## src/rtl/ft600_sync_fifo.sv

```systemverilog
// ft600_sync_fifo
// First-word-fall-through synchronous FIFO, 2^ADDR_W entries of WIDTH bits.
// Ports:
//   clk, rst          : clock and synchronous active-high clear
//   push, wdata       : write request and data (ignored when full)
//   pop               : read request (ignored when empty)
//   rdata             : current head word (valid while !empty)
//   full, empty, count: state before this edge
//   full_next, empty_next : state that will hold after this edge
module ft600_sync_fifo #(
  parameter int ADDR_W = 4,
  parameter int WIDTH  = 18
) (
  input  logic              clk,
  input  logic              rst,
  input  logic              push,
  input  logic [WIDTH-1:0]  wdata,
  input  logic              pop,
  output logic [WIDTH-1:0]  rdata,
  output logic              full,
  output logic              empty,
  output logic [ADDR_W:0]   count,
  output logic              full_next,
  output logic              empty_next
);

  localparam int DEPTH = 1 << ADDR_W;
  localparam logic [ADDR_W:0] FULL_COUNT = {1'b1, {ADDR_W{1'b0}}};

  logic [WIDTH-1:0]  mem [DEPTH];
  logic [ADDR_W-1:0] wr_ptr;
  logic [ADDR_W-1:0] rd_ptr;
  logic [ADDR_W:0]   count_nxt;
  logic              push_ok;
  logic              pop_ok;

  // Acceptance uses the pre-edge count only, so a pop in the same cycle
  // never makes room for a push into a full FIFO.
  assign full    = (count == FULL_COUNT);
  assign empty   = (count == '0);
  assign push_ok = push && !full;
  assign pop_ok  = pop && !empty;
  assign rdata   = mem[rd_ptr];

  always_comb begin
    count_nxt = count;
    if (push_ok && !pop_ok) begin
      count_nxt = count + 1'b1;
    end else if (pop_ok && !push_ok) begin
      count_nxt = count - 1'b1;
    end
  end

  assign full_next  = !rst && (count_nxt == FULL_COUNT);
  assign empty_next = rst || (count_nxt == '0);

  // Pointers are ADDR_W wide so they wrap at the FIFO depth on their own.
  always_ff @(posedge clk) begin
    if (rst) begin
      wr_ptr <= '0;
      rd_ptr <= '0;
      count  <= '0;
    end else begin
      if (push_ok) begin
        wr_ptr <= wr_ptr + 1'b1;
      end
      if (pop_ok) begin
        rd_ptr <= rd_ptr + 1'b1;
      end
      count <= count_nxt;
    end
  end

  // Storage needs no reset; only the pointers decide what is valid.
  always_ff @(posedge clk) begin
    if (push_ok && !rst) begin
      mem[wr_ptr] <= wdata;
    end
  end

endmodule

```

## config.mk

```make
export PLATFORM = sky130hd
export DESIGN_NAME = ft600_sync_fifo
export DESIGN_NICKNAME = d
export VERILOG_FILES = /design/src/rtl/ft600_sync_fifo.sv
export SDC_FILE = /design/constraint.sdc
export NUM_CORES = 1
export LEC_CHECK = 0
export CAP_MARGIN = 0
export CORE_MARGIN = 2
export CORE_UTILIZATION = 60
export DETAILED_ROUTE_END_ITERATION = 8
export PLACE_DENSITY = 0.89
export SYNTH_ARGS = -nofsm -noshare
export SYNTH_HDL_FRONTEND = slang
export SYNTH_SLANG_ARGS = --single-unit
```

## constraint.sdc

```tcl
create_clock -name clk -period 5.5 [get_ports clk]
set_input_delay 1.1 -clock clk [delete_from_list [all_inputs] [get_ports clk]]
set_output_delay 1.1 -clock clk [all_outputs]
set_load 0.05 [all_outputs]
```

---- Word-level counts from Yosys, hierarchy flattened ----
Memory sizes are Yosys's and may differ from the RTL's. A register that Yosys moved wholly into a read port is not among the register bits.
Index checks and enable logic that the tools add are counted.
storage, ports and cells
  register bits ........................... 13
  bits in latches ......................... 0
  bits in writable memories ............... 288
  bits in read-only memories .............. 0
  word-level logic and storage cells ...... 30
  memories ................................ 1
operators by class
  add/sub/neg operators ................... 4
  multiply operators ...................... 0
  div/mod/pow operators ................... 0
  $lt $le $gt $ge ......................... 0
  equal/unequal tests ..................... 2
  shift operators ......................... 0
  muxes and demuxes ....................... 6
  bitwise logic cells ..................... 0
  reductions and logical operators ........ 14
memories
  memory  words  width  rd ports  clocked after Yosys merged registers in  write ports  RTL line  text
  mem     16     18     1         1                                        1            30        logic [WIDTH-1:0] mem [DEPTH];
operator list
  kind                   count
  $eq A5 B5 Y1 const B   2
  $logic_not A5 Y1       2
  $mux W5                2
  $add A4 B1 Y4 const B  2
  $mux W4                2
  $logic_and A1 B1 Y1    6
  $add A5 B1 Y5 const B  1
  $logic_not A1 Y1       5
  $sub A5 B1 Y5 const B  1
  $mux W1                2
  $logic_or A1 B1 Y1     1

---- Logic depth before layout (Yosys ltp) ----
  word-level depth ........................ 9
  gate-level depth with buffers ........... 9
  depth with buffers taken out ............ 7

---- Least setup slack after synthesis ----
Ideal clock, no wire load.
  path type ............................... register -> output
  from .................................... reg count[0]
  to ...................................... out full_next
  arrival time ............................ 2.888 ns
  path slack .............................. 1.512 ns
  stages on the path, launching flop included .. 9
  path buffers ............................ 1
  cell sequence ........................... dfxtp_1 inv_1 ha_1 and4bb_2 clkbuf_1 nor2_2 xnor2_1 a22o_1 and4b_1
on the way
  cells in the longest elaborated chain, start to end .. 9
  elaborated cells on any way between the ends .. 16
RTL lines
  what                      RTL line  text
  start: declaration        22        output logic [ADDR_W:0] count,
  start signal: assignment  70        count <= count_nxt;
  $eq A5 B5 Y1 *            39        assign full = (count == FULL_COUNT);
  via full                  20        output logic full,
  $logic_not A1 Y1 *        41        assign push_ok = push && !full;
  $logic_and A1 B1 Y1 *     41
  $logic_not A1 Y1          49        end else if (pop_ok && !push_ok) begin
  $logic_and A1 B1 Y1       49
  $mux W5                   49
  $mux W5 *                 47        if (push_ok && !pop_ok) begin
  $eq A5 B5 Y1 *            54        assign full_next = !rst && (count_nxt == FULL_COUNT);
  $logic_and A1 B1 Y1 *     54
  end: declaration          23        output logic full_next,
Mark *: on every way through the listed nets, which the timed path passes. The rest lies on a longest branch.

---- Worst setup path after layout ----
  from .................................... reg count[0]
  to ...................................... out full_next
on the way
  cells in the longest elaborated chain, start to end .. 9
  elaborated cells on any way between the ends .. 16
RTL lines
  what                                                   RTL line
  branches (longest 6 deep; another with $sub A5 B1 Y5)  n/a
  $mux W5 *                                              47
  $eq A5 B5 Y1 *                                         54
  $logic_and A1 B1 Y1 *                                  54
Every way passes the cells marked *.

==> impl_metrics.ini <==
[status]
status = complete, no violations

[global_routing]
grtUsageTotal_pct = 25.73
gr-total-overflow = 0
antenna_found_initial = 0
grt_max_degree = 48
grt_pass1_vias = 5987
grt_pass1_wl_mm = 37.72

[pwr]
swShare_pct = 26.24
power_switching_mw = 1.617
seqPwrFrac_pct = 43.6
power_density_nw_per_um2 = 450.3
p_leak_nw = 4.252
comb_power_share_pct = 21.1
p_int_mw = 4.545
ir_drop_uv = 332.5
p_clk_share_pct = 35.3

[cts]
cts_root_buffer = clkbuf_16
insertion_delay_ps = 540
clk_path_buf_depth = 3
numCtsBuffers = 28
postCtsSetupBuffers = 0
cts_tree = built
ctsResizeCount = 0
cts_sinks = 305
path_clk_slew_ps = 60
postCtsHoldBufs = 0
htreeDepth = 1

[sta]
finalCritPeriodShare_pct = 91.07
timing.setup.tns_ps = 0
rsz0062_at_grt = false
worstMarginPinSlew_ps = 817.3
post-route-min-period_ps = 5009
setup_violations = 0
finClkSkew_ps = 13.63
hold_viol = 0
fmax_ghz = 0.1997
drv_slew = 0
setup_ws_ps = 491.4
maxSlewHeadroom_pct = 45.46

[logic_synthesis]
synth.yosys.seq_area_share_pct = 76.68
postSynthAreaPerCell_sq_um = 22.59
syn_inst = 519
synth_flop_cell = edfxtp_1
synth.area.mux_share_pct = 17.38
syn_area_sq_um = 11720
synthMostInstantiatedCell = edfxtp_1
synth_common_cells = edfxtp_1 (288), mux4_2 (90), nor2_1 (29)
synth_top_family_by_area = multiplexers
synth-compound-area-share_pct = 0.9286
ys_async_sr_fraction_pct = 0
synth_xor_xnor_area_share_pct = 0.7471
synth-seq-cells = 305
synth_top_area_share_pct = 73.78
synthSimpleGateAreaFrac_pct = 2.305
ys.warnings.count = 0
synth_nets = 548
synthDistinctLibCells = 36
ys_top_cells_by_area = edfxtp_1 (74%), mux4_2 (17%), dfxtp_1 (2.9%)
synth_edf_count = 288
synthAdderAreaFrac_pct = 0.7471
synth.largest_area_cell = edfxtp_1

[placement]
gp_congestion = 0.8574
port_buffers = 48
pre_cts_slack_ps = 817.6
hpwl_mm = 13.55

[worst_setup_path]
cp_slowest_stage_delay_ps = 810
cp_top_family = buffers and inverters
end_kind = output port
critPathLaunchType = register
cp_cell_sequence = inv_1, ha_1, or4b_1, a2111oi_0, a31oi_1, xor2_1, and4b_1, clkdlybuf4s50_1
crit_fanout = 7
crit_buf_inv = 2
required_ps = 4400
cp.arrival_ps = 3910
critical_path.slowest_cell = clkdlybuf4s50_1
critical_path_class = register to output port

[route]
drc_errors = 0
drt.antenna.violating_nets = 0
vias_per_cell = 6.414
first_pass_iters = 5
drt-initial-drc-count = 579
wl_per_cell_microns = 28.92
wirelength_mm = 25.42
num_vias = 5638

[floorplanning]
die_x_microns = 143.8
initial_core_util_pct = 60.63
ios = 49
die_area_sq_um = 20670
die_h_microns = 143.8
rows = 51
fp.coreArea_sq_um = 19330

[final_layout]
final_nets = 621
drive_gt1_share_pct = 29.15
fin_util_pct = 70.76
syn2layout_area_growth_pct = 16.71
diodes = 0
n_fill_cell = 1104

[worst_hold_path]
min_path_type = register to register

[run]
cap_viol_max_count = 0
-- path summary, 6_finish.rpt --
| path | from | endpoint | slack [ps] | depth (start not counted) |
|---|---|---|---|---|
| max | count[0] | full_next | 490 | 8 |
| min | rd_ptr[1] | register | 520 | 2 |
| max reg2reg | count[0] | mem[15][16] | 2340 | 7 |
| min reg2reg | rd_ptr[1] | register | 520 | 2 |
-- cell type report --
class / count / area [sq um] / share of cell area [%]
clock inverters: 20 / 299.0 / 2.186
well taps: 265 / 331.6 / 2.423
repair buffers: 69 / 663.1 / 4.847
inverters: 7 / 26.28 / 0.1920
clock buffers: 32 / 737.0 / 5.386
multi-input cells: 181 / 2631 / 19.23
flip-flops and latches: 305 / 8994 / 65.73
-- layer usage --
| layer | vias to the layer above | track usage (%) | wire, microns |
|---|---|---|---|
| li1 | 2326 | - | - |
| met1 | 2962 | 35.52 | 9462 |
| met2 | 303 | 43.86 | 13380 |
| met3 | 47 | 3.366 | 1915 |
| met4 | 0 | 7.534 | 662 |
| met5 | - | 0 | 0 |
-- placed cells by master, fill, tap and decap left out, types with 2 or more instances in the layout --
| cell type | synthesis | layout |
|---|---|---|
| a211oi_1 | 2 | 2 |
| a21oi_1 | 2 | 2 |
| a31oi_1 | 2 | 2 |
| buf_12 | 0 | 2 |
| buf_4 | 0 | 19 |
| bufinv_16 | 0 | 8 |
| clkbuf_1 | 15 | 3 |
| clkbuf_16 | 0 | 29 |
| clkdlybuf4s50_1 | 0 | 48 |
| clkinv_1 | 0 | 3 |
| clkinv_2 | 0 | 8 |
| dfxtp_1 | 17 | 15 |
| edfxtp_1 | 288 | 288 |
| ha_1 | 7 | 7 |
| inv_1 | 7 | 7 |
| mux4_2 | 90 | 90 |
| nand2_1 | 15 | 15 |
| nand2b_1 | 2 | 2 |
| nand4_1 | 2 | 2 |
| nor2_1 | 29 | 13 |
| nor2_2 | 1 | 17 |
| nor3_1 | 2 | 2 |
| o21ai_0 | 2 | 2 |
| xnor2_1 | 4 | 4 |
| xor2_1 | 6 | 6 |
-- logic make-up after synthesis --
kind of cell,after synthesis
AND/OR/NAND/NOR,58
multiplexers,91
AO/OA/AOI/OAI,15
flip-flops,305
adder cells (fa/ha/maj),7
XOR/XNOR,10
buffers and inverters,33
-- worst min-delay path, cell delays in order, from the launching register on --
cell     delay, ps
dfxtp_1        330
nand2_1         60
a21oi_1         80
-- power groups by stage --
| stage | Combinational, mW | Clock (mW) | Sequential [mW] |
|---|---|---|---|
| floorplan | 1.00 | 0 | 2.68 |
| global placement | 1.25 | 0 | 2.73 |
| detailed placement | 1.29 | 0 | 2.74 |
| CTS | 1.31 | 2.20 | 2.69 |
| global route | 1.38 | 2.27 | 2.70 |
| finish | 1.30 | 2.17 | 2.69 |
-- metrics by stage --
| stage | instances | total power [mW] | hold WS, ps | area, sq um |
|---|---|---|---|---|
| floorplan | 519 | 3.688 | 467.8 | 11720 |
| global placement | 827 | 3.979 | 485.3 | 12650 |
| detailed placement | 827 | 4.032 | 501.3 | 12650 |
| CTS | 879 | 6.201 | 522.5 | 13680 |
| global route | 879 | 6.349 | 558.5 | 13680 |
| finish | 879 | 6.161 | 523.0 | 13680 |
-- flip-flops by register name, indices dropped and copies added, names as in the netlist, named ones only --
register	cells
rd_ptr	4
count	5
wr_ptr	4
mem	288
No activity file was read; power rests on OpenSTA's default activity.
